--- src/rtl/io_uart_leds.sv ---
// IO-page slave: LED register, TX FIFO feeding an 8N1 UART serializer, and a status word.
// Optional receiver is built when IO_UART_RX_EN is defined.
module io_uart_leds #(
    parameter int unsigned CLK_FREQ_HZ = 50000000,
    parameter int unsigned BAUD        = 115200,
    parameter int unsigned FIFO_DEPTH  = 8,
    parameter int unsigned LED_WIDTH   = 5
) (
    input  logic                 clk,
    input  logic                 resetn,
    input  logic [31:0]          IO_mem_addr,
    input  logic [31:0]          IO_mem_wdata,
    input  logic                 IO_mem_wr,
    output logic [31:0]          IO_mem_rdata,
    output logic [LED_WIDTH-1:0] LEDS,
    output logic                 uart_txd,
    input  logic                 uart_rxd
);

    localparam int unsigned DIV   = CLK_FREQ_HZ / BAUD;
    localparam int unsigned CNT_W = (DIV > 2) ? $clog2(DIV) : 1;
    localparam int unsigned PTR_W = $clog2(FIFO_DEPTH);
    localparam logic [CNT_W-1:0] BIT_LAST = CNT_W'(DIV - 1);

    typedef enum logic [1:0] {TxIdle, TxStart, TxData, TxStop} txState_t;

    logic [2:0] idx;
    logic       wrLeds, wrData, wrStatus, wrAck;

    assign idx      = IO_mem_addr[4:2];
    assign wrLeds   = IO_mem_wr && (idx == 3'd0);
    assign wrData   = IO_mem_wr && (idx == 3'd1);
    assign wrStatus = IO_mem_wr && (idx == 3'd2);
    assign wrAck    = IO_mem_wr && (idx == 3'd3);

    logic [LED_WIDTH-1:0] ledReg;
    logic [7:0]           fifoMem [FIFO_DEPTH];
    logic [PTR_W-1:0]     wrPtr, rdPtr;
    logic [PTR_W:0]       fifoCount;
    logic                 fifoEmpty, fifoFull, push, pushDrop, txPop;
    logic                 txOverflow;

    txState_t         txState;
    logic [CNT_W-1:0] baudCnt;
    logic [2:0]       bitCnt;
    logic [7:0]       txShift;
    logic             txdReg, lineBusy, txBusy;

    logic [7:0] rxData;
    logic       rxValid, rxOverrun, rxFrameErr;

    assign fifoEmpty = (fifoCount == '0);
    assign fifoFull  = (fifoCount == (PTR_W + 1)'(FIFO_DEPTH));
    // The serializer pops either from idle or on the last cycle of a stop bit (back-to-back).
    assign txPop     = !fifoEmpty &&
                       ((txState == TxIdle) || ((txState == TxStop) && (baudCnt == BIT_LAST)));
    assign push      = wrData && (!fifoFull || txPop);
    assign pushDrop  = wrData && fifoFull && !txPop;

    always_ff @(posedge clk or negedge resetn) begin
        if (!resetn) begin
            ledReg     <= '0;
            txOverflow <= 1'b0;
        end else begin
            if (wrLeds) ledReg <= IO_mem_wdata[LED_WIDTH-1:0];
            if (wrStatus && IO_mem_wdata[3]) txOverflow <= 1'b0;
            if (pushDrop) txOverflow <= 1'b1;
        end
    end

    always_ff @(posedge clk) begin
        if (push) fifoMem[wrPtr] <= IO_mem_wdata[7:0];
    end

    always_ff @(posedge clk or negedge resetn) begin
        if (!resetn) begin
            wrPtr     <= '0;
            rdPtr     <= '0;
            fifoCount <= '0;
        end else begin
            if (push)  wrPtr <= wrPtr + PTR_W'(1);
            if (txPop) rdPtr <= rdPtr + PTR_W'(1);
            if (push && !txPop)      fifoCount <= fifoCount + (PTR_W + 1)'(1);
            else if (!push && txPop) fifoCount <= fifoCount - (PTR_W + 1)'(1);
        end
    end

    // uart_txd is registered from the state, so the line trails the FSM by one cycle;
    // lineBusy keeps tx_busy high until the last stop cycle has left the pin.
    always_ff @(posedge clk or negedge resetn) begin
        if (!resetn) begin
            txState  <= TxIdle;
            baudCnt  <= '0;
            bitCnt   <= '0;
            txShift  <= '0;
            txdReg   <= 1'b1;
            lineBusy <= 1'b0;
        end else begin
            lineBusy <= (txState != TxIdle);
            case (txState)
                TxIdle: begin
                    txdReg <= 1'b1;
                    if (txPop) begin
                        txShift <= fifoMem[rdPtr];
                        baudCnt <= '0;
                        txState <= TxStart;
                    end
                end
                TxStart: begin
                    txdReg <= 1'b0;
                    if (baudCnt == BIT_LAST) begin
                        baudCnt <= '0;
                        bitCnt  <= '0;
                        txState <= TxData;
                    end else begin
                        baudCnt <= baudCnt + CNT_W'(1);
                    end
                end
                TxData: begin
                    txdReg <= txShift[0];
                    if (baudCnt == BIT_LAST) begin
                        baudCnt <= '0;
                        txShift <= {1'b0, txShift[7:1]};
                        if (bitCnt == 3'd7) txState <= TxStop;
                        else bitCnt <= bitCnt + 3'd1;
                    end else begin
                        baudCnt <= baudCnt + CNT_W'(1);
                    end
                end
                TxStop: begin
                    txdReg <= 1'b1;
                    if (baudCnt == BIT_LAST) begin
                        baudCnt <= '0;
                        if (txPop) begin
                            txShift <= fifoMem[rdPtr];
                            txState <= TxStart;
                        end else begin
                            txState <= TxIdle;
                        end
                    end else begin
                        baudCnt <= baudCnt + CNT_W'(1);
                    end
                end
            endcase
        end
    end

    assign txBusy   = !fifoEmpty || (txState != TxIdle) || lineBusy;
    assign uart_txd = txdReg;
    assign LEDS     = ledReg;

`ifdef IO_UART_RX_EN
    localparam logic [CNT_W-1:0] HALF_LAST = CNT_W'(DIV / 2 - 1);

    typedef enum logic [1:0] {RxIdle, RxStart, RxData, RxStop} rxState_t;

    rxState_t         rxState;
    logic             rxSync1, rxSync2;
    logic [CNT_W-1:0] rxCnt;
    logic [2:0]       rxBitCnt;
    logic [7:0]       rxShift;

    // Flag sets are written after the clears so a same-cycle event wins.
    always_ff @(posedge clk or negedge resetn) begin
        if (!resetn) begin
            rxSync1    <= 1'b1;
            rxSync2    <= 1'b1;
            rxState    <= RxIdle;
            rxCnt      <= '0;
            rxBitCnt   <= '0;
            rxShift    <= '0;
            rxData     <= '0;
            rxValid    <= 1'b0;
            rxOverrun  <= 1'b0;
            rxFrameErr <= 1'b0;
        end else begin
            rxSync1 <= uart_rxd;
            rxSync2 <= rxSync1;
            if (wrAck) rxValid <= 1'b0;
            if (wrStatus && IO_mem_wdata[4]) rxOverrun <= 1'b0;
            if (wrStatus && IO_mem_wdata[5]) rxFrameErr <= 1'b0;
            case (rxState)
                RxIdle: begin
                    rxCnt <= '0;
                    if (!rxSync2) rxState <= RxStart;
                end
                RxStart: begin
                    if (rxCnt == HALF_LAST) begin
                        rxCnt    <= '0;
                        rxBitCnt <= '0;
                        rxState  <= rxSync2 ? RxIdle : RxData;
                    end else begin
                        rxCnt <= rxCnt + CNT_W'(1);
                    end
                end
                RxData: begin
                    if (rxCnt == BIT_LAST) begin
                        rxCnt   <= '0;
                        rxShift <= {rxSync2, rxShift[7:1]};
                        if (rxBitCnt == 3'd7) rxState <= RxStop;
                        else rxBitCnt <= rxBitCnt + 3'd1;
                    end else begin
                        rxCnt <= rxCnt + CNT_W'(1);
                    end
                end
                RxStop: begin
                    if (rxCnt == BIT_LAST) begin
                        rxCnt   <= '0;
                        rxState <= RxIdle;
                        if (rxSync2) begin
                            rxData  <= rxShift;
                            rxValid <= 1'b1;
                            if (rxValid) rxOverrun <= 1'b1;
                        end else begin
                            rxFrameErr <= 1'b1;
                        end
                    end else begin
                        rxCnt <= rxCnt + CNT_W'(1);
                    end
                end
            endcase
        end
    end
`else
    assign rxData     = '0;
    assign rxValid    = 1'b0;
    assign rxOverrun  = 1'b0;
    assign rxFrameErr = 1'b0;

    logic unusedRx;
    assign unusedRx = ^{uart_rxd, wrAck};
`endif

    logic unusedBits;
    assign unusedBits = ^{IO_mem_addr[31:5], IO_mem_addr[1:0], IO_mem_wdata[31:8]};

    always_comb begin
        IO_mem_rdata = '0;
        unique case (idx)
            3'd0: IO_mem_rdata = 32'(ledReg);
            3'd1: IO_mem_rdata = {24'b0, rxData};
            3'd2: begin
                IO_mem_rdata[0]    = txBusy;
                IO_mem_rdata[1]    = fifoFull;
                IO_mem_rdata[2]    = rxValid;
                IO_mem_rdata[3]    = txOverflow;
                IO_mem_rdata[4]    = rxOverrun;
                IO_mem_rdata[5]    = rxFrameErr;
                IO_mem_rdata[15:8] = 8'(fifoCount);
            end
            default: IO_mem_rdata = '0;
        endcase
    end

endmodule

--- config.mk ---
export PLATFORM = sky130hd
export DESIGN_NAME = io_uart_leds
export DESIGN_NICKNAME = d
export VERILOG_FILES = /design/src/rtl/io_uart_leds.sv
export SDC_FILE = /design/constraint.sdc
export NUM_CORES = 1
export LEC_CHECK = 0
export ABC_AREA = 1
export CAP_MARGIN = 25
export CORE_MARGIN = 2
export CORE_UTILIZATION = 35
export DETAILED_ROUTE_END_ITERATION = 10
export PLACE_DENSITY = 0.61
export SYNTH_ARGS = -nofsm -noshare
export SYNTH_HDL_FRONTEND = slang
export SYNTH_SLANG_ARGS = --single-unit
--- constraint.sdc ---
create_clock -name clk -period 4 [get_ports clk]
set_clock_uncertainty 0.2 [all_clocks]
set_input_delay 1.2 -clock clk [delete_from_list [all_inputs] [get_ports clk]]
set_output_delay 1.2 -clock clk [all_outputs]
set_load 0.02 [all_outputs]
# After elaboration in Yosys (flattened, before gate mapping)
# Memory sizes are Yosys's and may differ from the RTL's.
# Cells that the tools add are included.
# classes
n_addsub,6
n_mul,0
n_div,0
n_lt_le_gt_ge,0
eq_ne,14
shift,0
mux,27
bitwise_logic,0
reduce_logical,32
# op_table
operator,count
2-to-1 mux 8 bit,3
one-hot mux 8 bit (3 select lines),1
2-to-1 mux 9 bit,2
one-hot mux 9 bit (2 select lines),1
2-to-1 mux 4 bit,3
logical AND 1 bit,11
2-to-1 mux 2 bit,5
"!= test 2 bit, second input constant",5
one-hot mux 5 bit (2 select lines),1
"adder 3 x 1 -> 3 bit, second input constant",3
"adder 9 x 1 -> 9 bit, second input constant",1
"== test 9 bit, second input constant",1
2-to-1 mux 3 bit,3
one-hot mux 2 bit (4 select lines),1
nonzero test 2 bit,4
one-hot mux 3 bit (2 select lines),1
2-to-1 mux 1 bit,5
AND reduction 5 bit,1
"adder 4 x 1 -> 4 bit, second input constant",1
"== test 2 bit, second input constant",2
"== test 4 bit, second input constant",1
logical NOT 1 bit,4
logical NOT 4 bit,1
logical OR 1 bit,4
14 further kinds,14
# word_totals
reg_bits,40
latchBits,0
ram_bits,64
mem_bits_ro,0
inputBits,68
out_inout_bits,38
wordCells,91
memories,1
# memory_table
name,words,word_bits,read_ports,rd_ports_with_merged_regs,write_ports,line,text
fifoMem,8,8,1,0,1,37,logic [7:0] fifoMem [FIFO_DEPTH];

# Longest topological paths before layout
# logic_depth
depth_word,10
ltp_mapped,18
mapped_depth_nobuf,18

# Least setup slack after synthesis
# OpenSTA, ideal clock, no wires.
# synth_timing
path_kind,input to output
start,in IO_mem_addr[2]
end,out IO_mem_rdata[0]
arrival_time_ps,1958
path_slack_ps,642
path_stages,3
path_cell_list,nor2_1 > nand2_1 > o21ai_0
# synth_via
elab_chain_len,2
# synth_lines
element,line,text
"start, declared",11,"input logic [31:0] IO_mem_addr,"
== test 3 x 2 -> 1 bit or logical NOT 3 bit (tied branches),239,unique case (idx)
one-hot mux 5 bit (2 select lines) (*),239,
"end, declared",14,"output logic [31:0] IO_mem_rdata,"
# Every way passes the cells marked *; elsewhere a longest branch is shown, timed or not.

# Final worst setup path
# layout_timing
start,in IO_mem_addr[2]
end,out IO_mem_rdata[8]
# layout_via
elab_chain_len,2
# layout_lines
element,line
== test 3 x 2 -> 1 bit,239
2-to-1 mux 4 bit,239
# No other way between the ends.

==> results.py <==
metrics = {
    "floorplan": {
        "die_w_um": 123.4,
        "rows": 43,
        "dieArea_mm2": 0.01523,
        "start_util_pct": 35.96,
        "fp.dieH_um": 123.4,
        "core_mm2": 0.01388,
        "ioPinCount": 106,
    },
    "clocking": {
        "cts-root-buf": "clkbuf_16",
        "insertion_delay_ns": 0.34,
        "cts_setup_buffers": 0,
        "numCtsBuffers": 9,
        "cts_max_path_buffers": 2,
        "cts.clk_slew.worst_paths_ns": 0.06,
        "cts_tree": "yes",
        "cts_htree_levels": 3,
        "cts.sinks": 104,
        "cts_hold_buffers": 0,
    },
    "power_and_ir_drop": {
        "p_leak_nw": 2.464,
        "power_density_mw_per_mm2": 415.6,
        "vdd_drop_max_v": 0.0002706,
    },
    "place": {
        "place.gp.congestion": 0.7884,
        "portBuffers": 28,
        "hpwl_mm": 6.710,
    },
    "worst_setup_path": {
        "path_common_cell": "nor2_1",
        "cp.buffers_inverters": 2,
        "arrival_ns": 2.48,
        "cp-start-kind": "primary input",
        "critPathTopFamily": "buffers and inverters",
        "criticalPathCategory": "in -> out",
        "end_kind": "output pin",
        "critical_path.slowest_cell": "clkdlybuf4s50_1",
        "crit_chain": "clkdlybuf4s50_1, nor2_1, nand2_1, nor2_1, dlygate4sd2_1",
        "required_ns": 2.60,
        "cpPeakStageDelay_ns": 0.49,
        "cp_max_fo": 7,
    },
    "detailed_routing": {
        "met3_length_um": 435,
        "top_layer": "met4",
        "drtAntennaViolNets": 0,
        "viasPerCell": 4.789,
        "drc": 0,
        "wl_mm": 10.05,
        "wl_per_cell_um": 13.69,
        "num_vias": 3515,
        "met1Wirelength_mm": 4.500,
        "first_iter_violations": 148,
        "route.met2.wl_mm": 4.879,
        "firstDrtPassIters": 4,
    },
    "logic_synthesis": {
        "synth_seq_cells": 104,
        "synthAdderAreaFrac_pct": 3.911,
        "synth_common_cells": "158 x nand2_1, 64 x edfxtp_1, 62 x nand3_1",
        "synth_xor_area_share_pct": 1.228,
        "synth_warnings": 0,
        "synth_top_family_by_area": "simple AND/OR/NAND/NOR gates",
        "synthCells": 513,
        "yosys.area_share.simple_pct": 24.57,
        "ys_types": 32,
        "synthArstFlopShare_pct": 38.46,
        "syn_avg_cell_area_um2": 9.729,
        "synth_top_cell_area_share_pct": 38.51,
        "ys_seq_area_share_pct": 58.59,
        "synth_most_common_cell": "nand2_1",
        "yosys.area.top_type": "edfxtp_1",
        "synth_compound_area_share_pct": 3.585,
        "ys.flop_type": "edfxtp_1",
        "muxShareOfSynthArea_pct": 0.6769,
        "synth_edf_count": 64,
        "syn_area_mm2": 0.004991,
        "synthTopCellsByArea": "edfxtp_1 39%, dfrtp_1 20%, nand2_1 12%",
    },
    "sta": {
        "maxSlewViolCount": 0,
        "tns_ns": 0,
        "slew_headroom_pct": 40.19,
        "tightest_slew_ns": 0.8971,
        "timing.fmax_mhz": 257.4,
        "finalHoldViolations": 0,
        "whs_ns": 0.2795,
        "setup-violations-final": 0,
        "final.period_utilization_pct": 97.12,
        "fin_crit_ns": 3.885,
        "rsz0062_at_grt": "false",
    },
    "grt": {
        "grt_max_degree": 41,
        "overflow": 0,
        "grt_pass1_vias": 3459,
        "antenna_found_initial": 0,
        "track_usage_pct": 14.22,
        "grt_pass1_wl_mm": 16.52,
    },
    "cells_and_area": {
        "drive_above_1_share_pct": 9.386,
        "area_delta_synth_final_pct": 14.34,
        "diodes": 0,
        "nets": 632,
        "fillers": 1343,
    },
    "worst_hold_path": {
        "hp-class": "reg -> reg",
    },
    "job": {
        "maxCapViolCount": 0,
    },
    "outcome": {
        "status": "complete, no violations",
    },
}
## stage by stage
step / setup slack (ns) / total power [mW] / std cells / area [um^2] / utilization [%]
final: 0.1151 / 2.372 / 734 / 5707 / 41.11
after global routing: 0.02153 / 2.477 / 734 / 5707 / 41.11
after CTS: 0.02636 / 2.398 / 733 / 5699 / 41.06
after detailed placement: -0.1989 / 1.566 / 717 / 5420 / 39.05
after global placement: -0.1876 / 1.552 / 717 / 5420 / 39.05
after floorplan: 0.6416 / 1.469 / 535 / 5074 / -
## flip-flops by register name, summed over array words and instances, names as in the netlist, 3 cells and up
| signal | count |
|---|---|
| fifoMem | 64 |
| baudCnt | 9 |
| txShift | 8 |
| LEDS | 5 |
| fifoCount | 4 |
| bitCnt | 3 |
| rdPtr | 3 |
| wrPtr | 3 |
## per-layer routing
layer  global-route usage [%]  up-vias
met5                        0        -
met4                    6.960        0
met3                    1.937       18
met2                    23.83       83
met1                    18.09     1683
li1                         -     1731
## path summary, 6_finish.rpt
check / from / endpoint / slack (ns) / cells after the start
worst max register to register: txState[0] / fifoCount[3] / 0.91 / 16
min in group asynchronous: resetn / baudCnt[7] / 0.78 / 1
max in group asynchronous: resetn / baudCnt[4] / 2.25 / 1
worst min-delay path: bitCnt[1] / bitCnt[1] / 0.28 / 2
worst min register to register: bitCnt[1] / bitCnt[1] / 0.28 / 2
worst max-delay path: IO_mem_addr[2] / IO_mem_rdata[8] / 0.12 / 5
## tightest hold or removal path: cells and delay by family (launching register included)
kind             cells  cell delay (ns)
and+or+nand+nor      2             0.10
DFF                  1             0.35
## layout by cell type (no fill, tap or decap), drive strengths merged
cell type / instances
xnor2: 3
fa: 1
mux2: 3
a21oi: 8
nand3b: 1
inv: 35
nor2: 42
buf: 13
clkbuf: 13
o21ai: 20
ha: 14
nor3: 1
clkdlybuf4s50: 18
nand3: 64
dfstp: 1
xor2: 4
nand4: 5
dlygate4sd2: 7
clkinvlp: 1
or2: 2
dfrtp: 39
nand2: 163
clkinv: 4
a32o: 1
edfxtp: 64
o22ai: 4
conb: 23
## power breakdown
group	total [mW]	internal, mW	switching [mW]
Clock	0.833	0.445	0.388
Sequential	1.25	1.20	0.0532
Combinational	0.287	0.111	0.176
## cells by family after synthesis
group                      count (synthesis)
muxes                                      3
AOI/OAI and AO/OA                         33
buffers and inverters                     72
DFF                                      104
adders and majority gates                 15
and+or+nand+nor                          278
other                                      1
xor gates and xnor gates                   7
## final cells by class
cell class | instances | area (um^2) | share of cell area (%)
Clock buffer | 11 | 242.7 | 4.253
Clock inverter | 5 | 41.29 | 0.7235
Inverter | 35 | 131.4 | 2.302
Multi-Input combinational cell | 359 | 1788 | 31.33
Sequential cell | 104 | 2924 | 51.24
Tap cell | 180 | 225.2 | 3.947
Timing Repair Buffer | 40 | 354.1 | 6.205
## what timing repair did
action / 4_1_cts / 5_1_grt
endpoints found under the setup margin: 9 / 2
gates cloned: 0 / 0
resized for setup: 10 / 6
Power figures use the tool's default switching activity.
